## config.mk

```make
export PLATFORM = sky130hd
export DESIGN_NAME = rails_arbiter
export DESIGN_NICKNAME = d
export VERILOG_FILES = /design/src/rtl/rails_pkg.sv /design/src/rtl/rails_frame_buf.sv /design/src/rtl/rails_arbiter.sv
export SDC_FILE = /design/constraint.sdc
export NUM_CORES = 1
export LEC_CHECK = 0
export ABC_AREA = 1
export CORE_MARGIN = 8
export CORE_UTILIZATION = 39
export DETAILED_ROUTE_END_ITERATION = 12
export GPL_TIMING_DRIVEN = 0
export PLACE_DENSITY = 0.66
export SYNTH_ARGS = -nofsm -noshare
export SYNTH_HDL_FRONTEND = slang
export SYNTH_SLANG_ARGS = --single-unit
```

## constraint.sdc

```tcl
create_clock -name clk -period 2.26 [get_ports clk]
set_clock_uncertainty 0.15 [all_clocks]
set_input_delay 0.339 -clock clk [delete_from_list [all_inputs] [get_ports clk]]
set_output_delay 0.339 -clock clk [all_outputs]
set_load 0.05 [all_outputs]
```

## src/rtl/rails_pkg.sv

```systemverilog
// rails_pkg: shared sizes and state encoding for the rails arbiter slice
package rails_pkg;
  localparam int RAILS_WORD_W = 4;
  localparam int RAILS_MAX_N = 10;
  localparam int RAILS_BUF_DEPTH = RAILS_MAX_N + 1;
  typedef enum logic [2:0] {IDLE, COLLECT, BURST, WAIT, REPLY, FLUSH} rails_arb_state_e;
endpackage

```

## src/rtl/rails_frame_buf.sv

```systemverilog
// rails_frame_buf: frame register file, one write port and a registered read port
module rails_frame_buf
  import rails_pkg::*;
(
  input  logic                    clk,
  input  logic                    reset,
  input  logic                    we,
  input  logic [RAILS_WORD_W-1:0] wptr,
  input  logic [RAILS_WORD_W-1:0] wdata,
  input  logic [RAILS_WORD_W-1:0] rptr,
  output logic [RAILS_WORD_W-1:0] rdata
);
  logic [RAILS_WORD_W-1:0] mem [RAILS_BUF_DEPTH];
  always_ff @(posedge clk or negedge reset)
    if (!reset) begin
      for (int i = 0; i < RAILS_BUF_DEPTH; i++) mem[i] <= '0;
      rdata <= '0;
    end else begin
      if (we) mem[wptr] <= wdata;
      rdata <= mem[rptr];
    end
endmodule

```

## src/rtl/rails_arbiter.sv

```systemverilog
// rails_arbiter: round-robin front end sharing one rails checker between two requesters.
// Defining RAILS_ARB_TIMEOUT_EN adds a bounded wait for the checker verdict.
module rails_arbiter
  import rails_pkg::*;
#(
  parameter int MAX_N = RAILS_MAX_N
`ifdef RAILS_ARB_TIMEOUT_EN
  ,
  parameter int TIMEOUT = 16
`endif
) (
  input  logic                    clk,
  input  logic                    reset,
  input  logic                    req0_valid,
  input  logic                    req1_valid,
  input  logic [RAILS_WORD_W-1:0] req0_data,
  input  logic [RAILS_WORD_W-1:0] req1_data,
  output logic                    req0_ready,
  output logic                    req1_ready,
  output logic [RAILS_WORD_W-1:0] chk_data,
  input  logic                    chk_valid,
  input  logic                    chk_result,
  output logic                    rsp_valid,
  output logic                    rsp_id,
  output logic                    rsp_result,
  output logic                    rsp_err,
  output logic                    busy
);
  localparam logic [RAILS_WORD_W-1:0] ONE = 1;
  rails_arb_state_e state, state_nx;
  logic g, last_id, err, result, acc, bad_hdr, bad_coach, to_hit;
  logic [RAILS_WORD_W-1:0] n, k, wptr, rptr, wdata, rdata;
  assign wdata = g ? req1_data : req0_data;
  assign req0_ready = state == COLLECT && !g;
  assign req1_ready = state == COLLECT && g;
  assign acc = g ? req1_valid && req1_ready : req0_valid && req0_ready;
  assign bad_hdr = wdata == '0 || wdata > RAILS_WORD_W'(MAX_N);
  assign bad_coach = wdata == '0 || wdata > n;
  // read one ahead so the header is already on rdata in the first BURST cycle
  assign rptr = state == BURST ? (k == n ? n : k + ONE) : (state == WAIT || state == REPLY) ? n : '0;
  // k stays 0 for frames rejected before BURST, keeping the checker input clear
  assign chk_data = (state == BURST || state == WAIT || (state == REPLY && k != '0)) ? rdata : '0;
  assign rsp_valid = state == REPLY;
  assign rsp_id = rsp_valid && g;
  assign rsp_err = rsp_valid && err;
  assign rsp_result = rsp_valid && result && !err;
  assign busy = state != IDLE;
  rails_frame_buf u_buf (
    .clk   (clk),
    .reset (reset),
    .we    (acc),
    .wptr  (wptr),
    .wdata (wdata),
    .rptr  (rptr),
    .rdata (rdata)
  );
`ifdef RAILS_ARB_TIMEOUT_EN
  localparam int TW = $clog2(TIMEOUT + 1);
  logic [TW-1:0] tcnt;
  always_ff @(posedge clk or negedge reset)
    if (!reset) tcnt <= '0;
    else tcnt <= state == WAIT ? tcnt + TW'(1) : '0;
  assign to_hit = tcnt == TW'(TIMEOUT - 1);
`else
  assign to_hit = 1'b0;
`endif
  always_comb begin
    state_nx = state;
    case (state)
      IDLE:    state_nx = (req0_valid || req1_valid) ? COLLECT : IDLE;
      COLLECT: if (acc) state_nx = wptr == '0 ? (bad_hdr ? REPLY : COLLECT) :
                                   wptr == n ? ((err || bad_coach) ? REPLY : BURST) : COLLECT;
      BURST:   state_nx = k == n ? WAIT : BURST;
      WAIT:    state_nx = (chk_valid || to_hit) ? REPLY : WAIT;
      REPLY:   state_nx = FLUSH;
      default: state_nx = IDLE;
    endcase
  end
  always_ff @(posedge clk or negedge reset)
    if (!reset) begin
      state <= IDLE;
      g <= 1'b0;
      last_id <= 1'b1;
      err <= 1'b0;
      result <= 1'b0;
      n <= '0;
      k <= '0;
      wptr <= '0;
    end else begin
      state <= state_nx;
      case (state)
        IDLE: begin
          g <= (req0_valid && req1_valid) ? !last_id : req1_valid;
          err <= 1'b0;
          result <= 1'b0;
          k <= '0;
          wptr <= '0;
        end
        COLLECT: if (acc) begin
          wptr <= wptr + ONE;
          n <= wptr == '0 ? wdata : n;
          err <= wptr == '0 ? bad_hdr : err || bad_coach;
        end
        BURST: k <= k + ONE;
        WAIT: begin
          result <= chk_valid ? chk_result : result;
          err <= err || (!chk_valid && to_hit);
        end
        REPLY: last_id <= g;
        default: ;
      endcase
    end
endmodule

```

== After elaboration in Yosys (flattened, before gate mapping) ==
Cells that the tools add are included.
Word-level totals
  bits in registers: 67
  word-level logic and storage cells: 99
Cells by class
  order comparisons: 5
  add/sub/neg operators: 2
  reductions and logical operators: 32
  equality and inequality tests: 8
  bitwise logic cells: 2
  mux-type cells: 30
Operator list (count)
  $bwmux W44: 1
  $mux W4: 9
  $mux W3: 6
  $bmux W4 S4: 1
  $demux W4 S4: 1
  $pmux W4 S2: 2
  $pmux W3 S5: 1
  $logic_and A1 B1 Y1: 11
  $ge A5 B5 Y1 const B: 2
  $not A4 Y5: 2
  $add A4 B1 Y4 const B: 2
  $eq A4 B4 Y1: 2
  $logic_not A4 Y1: 2
  $logic_or A1 B1 Y1: 7
  $mux W1: 7
  $eq A3 B2 Y1 const B: 2
  $reduce_bool A2 Y1: 3
  $lt A5 B1 Y1 const B: 1
  $gt A4 B4 Y1: 1
  $gt A4 B4 Y1 const B: 1
  $ne A2 B2 Y1 const B: 2
  $pmux W1 S2: 2
  $reduce_and A2 Y1: 2
  $reduce_bool A4 Y1: 1
  6 further kinds: 8

== Longest topological paths before layout ==
  depth in word-level cells: 9
  mapped depth: 14
  depth with buffers taken out: 14

== Cells and area by module ==
Synthesis repeated with hierarchy kept, for this count alone.
Unflattened totals
  cells, all modules: 519
  area total of the unflattened synthesis: 3786.1 um^2
Modules (own cells, without submodules)
  rails_frame_buf: instances 1, seq. area each 1201.2 um^2, cells an instance 287, area an instance 2229.6 um^2
  rails_arbiter: instances 1, seq. area each 476.7 um^2, cells an instance 232, area an instance 1556.5 um^2

== Worst setup path after synthesis ==
OpenSTA, ideal clock, no wires.
  path kind: register to output
  from: reg state[0]
  to: out rsp_result
  data arrival time: 2.392 ns
  setup slack: -0.621 ns
  required time: 1.771 ns
  cell stages (with the launch flop): 6
  cells stage by stage: dfrtp_1 -> inv_1 -> nand2_1 -> nor2_2 -> inv_1 -> nor3_1
Between the ends
  cells in the longest elaborated chain, start to end: 3
Ends and longest elaborated chain
  from (decl): RTL line rails_arbiter.sv:30  | rails_arb_state_e state, state_nx;
  from (signal assigned): RTL line rails_arbiter.sv:90  | state <= state_nx;
  $eq A3 B3 Y1: RTL line rails_arbiter.sv:43  | assign rsp_valid = state == REPLY;
  named net rsp_valid: RTL line rails_arbiter.sv:23  | output logic rsp_valid,
  $logic_and A1 B1 Y1 (2 in series): RTL line rails_arbiter.sv:46  | assign rsp_result = rsp_valid && result && !err;
  to (decl): RTL line rails_arbiter.sv:25  | output logic rsp_result,
The timed path passes the listed nets, and every way through them passes these cells.

== Final worst setup path ==
  from: reg state[1]
  to: out rsp_valid
Between the ends
  cells in the longest elaborated chain, start to end: 1
Ends and longest elaborated chain (RTL line)
  $eq A3 B3 Y1: rails_arbiter.sv:43
  to (decl): rails_arbiter.sv:23
Every way passes these cells.

==> metrics.txt <==
clock sink count=67; CTS root buffer=clkbuf_8; Synthesis Warnings=0; Int Pwr=3670 uW; # DRC=0; vias post-DR=3532; crit path DAT=1.75 ns; TritonRoute pass-1 iters=5; worst-case clock buffer depth=2; Sw Pwr=2910 uW; Inserted Diodes=0; core area=9730 um2; Final #Nets=582; final setup fails=0; # placed instances=655; Synth async-reset ratio=1.00; H-tree levels=3; Slew headroom=0.433; Syn Nets=522; crit share post-route=0.991; Worst Hold Class=register to register; largest net degree at the start of global routing=68; I/O Buffers=24; max-slew violation count=0; most common cell after layout, fill and taps aside=nand2_1; Congestion Overflow GR=0; min cycle time layout=2.24 ns; status=complete, no violations; layout cells sized above 1=0.236; first-pass GRT wire length=16.3 mm; Ports=25; final antenna-violating net count=0; critical path capture point type=primary output; clock-pin slew on the worst setup and hold paths=0.08 ns; worst hold start=u_buf.mem[34]; Sw Ratio=0.442; DPL Wire Length=6.89 mm; Worst-Skew Late Latency=0.35 ns; fmax=446 MHz; initial core utilization=0.400; Cells after Synth=498; crit path launch type=register; Clk network pwr share=0.190; max_cap viols=0; Final Worst Setup Slack=0.0201 ns; worst-path fanout max=3; peak supply drop=811 uV; RD Place Congestion=0.899; gr usage total=0.156; DRT Wirelength=10.1 mm; DR WL/cell=14.5 um; CP required=1.77 ns; Worst Setup Path Type=register to primary output; Comb pwr share=0.495; final hold violations=0; TritonCTS clock tree=built; mapped cell area=3890 um2; Syn-to-layout area delta=25.5%; Yosys cell types=40; syn_area_per_cell=7.82 um2; Pleak=0.00238 uW; worst-margin pin slew=0.851 ns; cts bufs inserted=9; commonest non-fill, non-tap cells in the layout=112 x nand2_1, 67 x inv_1, 61 x dfrtp_1; Die Footprint=13400 um2; register area share after synthesis=0.431; Crit Reg-Reg Startpoint=g; via/cell ratio=5.07; Initial DRC Count=236; part of the power in registers=0.315; Die Y=116 um; Tot Pwr=6580 uW; # rows=36; critical path startpoint=state[1]; vias in the first global route=3257; RSZ-0062 raised after global routing=yes; Synth Flop Type=dfrtp_1; Final Non-Filler Cells=696; pwr/cell area=1350 nW/um2; synthesized flop and latch total=67; EDFF count, synth=0; Die Width=116 um; initial antenna violation count=0; pre-CTS setup slack=-0.569 ns
area by class of cell:
| cell class | instances | area [um2] |
|---|---|---|
| Timing Repair Buffer | 49 | 430 |
| Tap cell | 133 | 166 |
| Buffer | 7 | 66.3 |
| Clock inverter | 5 | 100 |
| Clock buffer | 11 | 141 |
| Inverter | 89 | 354 |
| Sequential cell | 67 | 1680 |
| Fill cell | 952 | 4840 |
| Multi-Input combinational cell | 335 | 1950 |
power groups by stage:
| stage | clock (uW) | sequential (uW) | combinational, uW |
|---|---|---|---|
| after floorplan | 0 | 2010 | 2140 |
| after global placement | 0 | 2090 | 2730 |
| after detailed placement | 0 | 2100 | 2810 |
| after CTS | 1260 | 2080 | 2910 |
| after global routing | 1300 | 2140 | 3620 |
| final | 1250 | 2070 | 3260 |
flip-flops by register name, indices dropped and copies added (netlist names):
register and flops:
state 3, u_buf.rdata 4, n 4, last_id 1
k 4, g 1, err 1, wptr 4
u_buf.mem 44, result 1
worst max-delay path, cell delays in order (launching register included):
cell           delay, ns
dfrtp_1             0.42
inv_2               0.11
nand2_2             0.08
nor2_4              0.13
buf_4               0.13
dlygate4sd2_1       0.52
timing repair:
item / CTS / global route
pin swaps: 2 / 7
endpoints found under the hold margin: 66 / 0
setup endpoints to repair: 15 / 20
gates resized for setup: 61 / 32
setup buffers: 5 / 19
hold buffers: 1 / 0
cell usage after synthesis, types with 2 or more instances:
library cell	instances	area share
clkinv_1	2	0.0019
buf_6	3	0.0087
nor2_1	22	0.021
inv_1	72	0.069
nor2_4	2	0.0058
buf_2	2	0.0026
o21ai_2	2	0.0045
o22ai_1	2	0.0032
inv_2	14	0.013
nand2_1	114	0.11
nand2_4	4	0.012
nor3_1	5	0.0064
nand3_1	62	0.080
nor2_2	5	0.0080
o21ai_1	9	0.012
dfrtp_1	66	0.42
nor3_2	2	0.0051
nor3_4	8	0.033
xor2_1	4	0.0090
nand4_1	4	0.0064
o21ai_0	55	0.071
ha_1	10	0.032
a21oi_1	10	0.013
nand2_2	2	0.0032
nand3b_1	2	0.0039
cells by family (layout without fill, tap and decap cells):
kind of cell	Yosys count	in the layout	share of synthesized area
AOI/OAI and AO/OA	83	83	0.116
and+or+nand+nor	238	238	0.308
DFF	67	67	0.431
adders and majority gates	10	10	0.0321
xor gates and xnor gates	4	4	0.00900
buffers and inverters	96	161	0.103
metrics by stage:
step / setup TNS, ns / cell area [um2] / util / hold slack, ns
2_1_floorplan: -0.244 / 3930 / - / -0.107
3_3_place_gp: -107.40 / 4330 / 0.445 / 0.316
3_5_place_dp: -4.02 / 4330 / 0.445 / 0.321
4_1_cts: 0 / 4660 / 0.479 / 0.338
5_1_grt: -0.401 / 4890 / 0.502 / 0.351
6_report: 0 / 4890 / 0.502 / 0.337
path summary, 6_finish.rpt:
| path | to | slack, ns | cells after the start |
|---|---|---|---|
| min in group asynchronous | state[1] | 0.49 | 2 |
| max | rsp_valid | 0.02 | 5 |
| min reg2reg | u_buf.mem[34] | 0.34 | 2 |
| max reg2reg | state[0] | 0.07 | 12 |
| min | u_buf.mem[34] | 0.34 | 2 |
| max in group asynchronous | n[1] | 0.85 | 2 |
per-layer routing:
metal	wire, um	vias to the layer above	global-route usage
met4	159	0	0.0510
met1	4760	1704	0.209
met5	0	-	0
met2	4720	98	0.246
li1	-	1719	-
met3	428	11	0.0287
(Power assumes the default switching activity.)
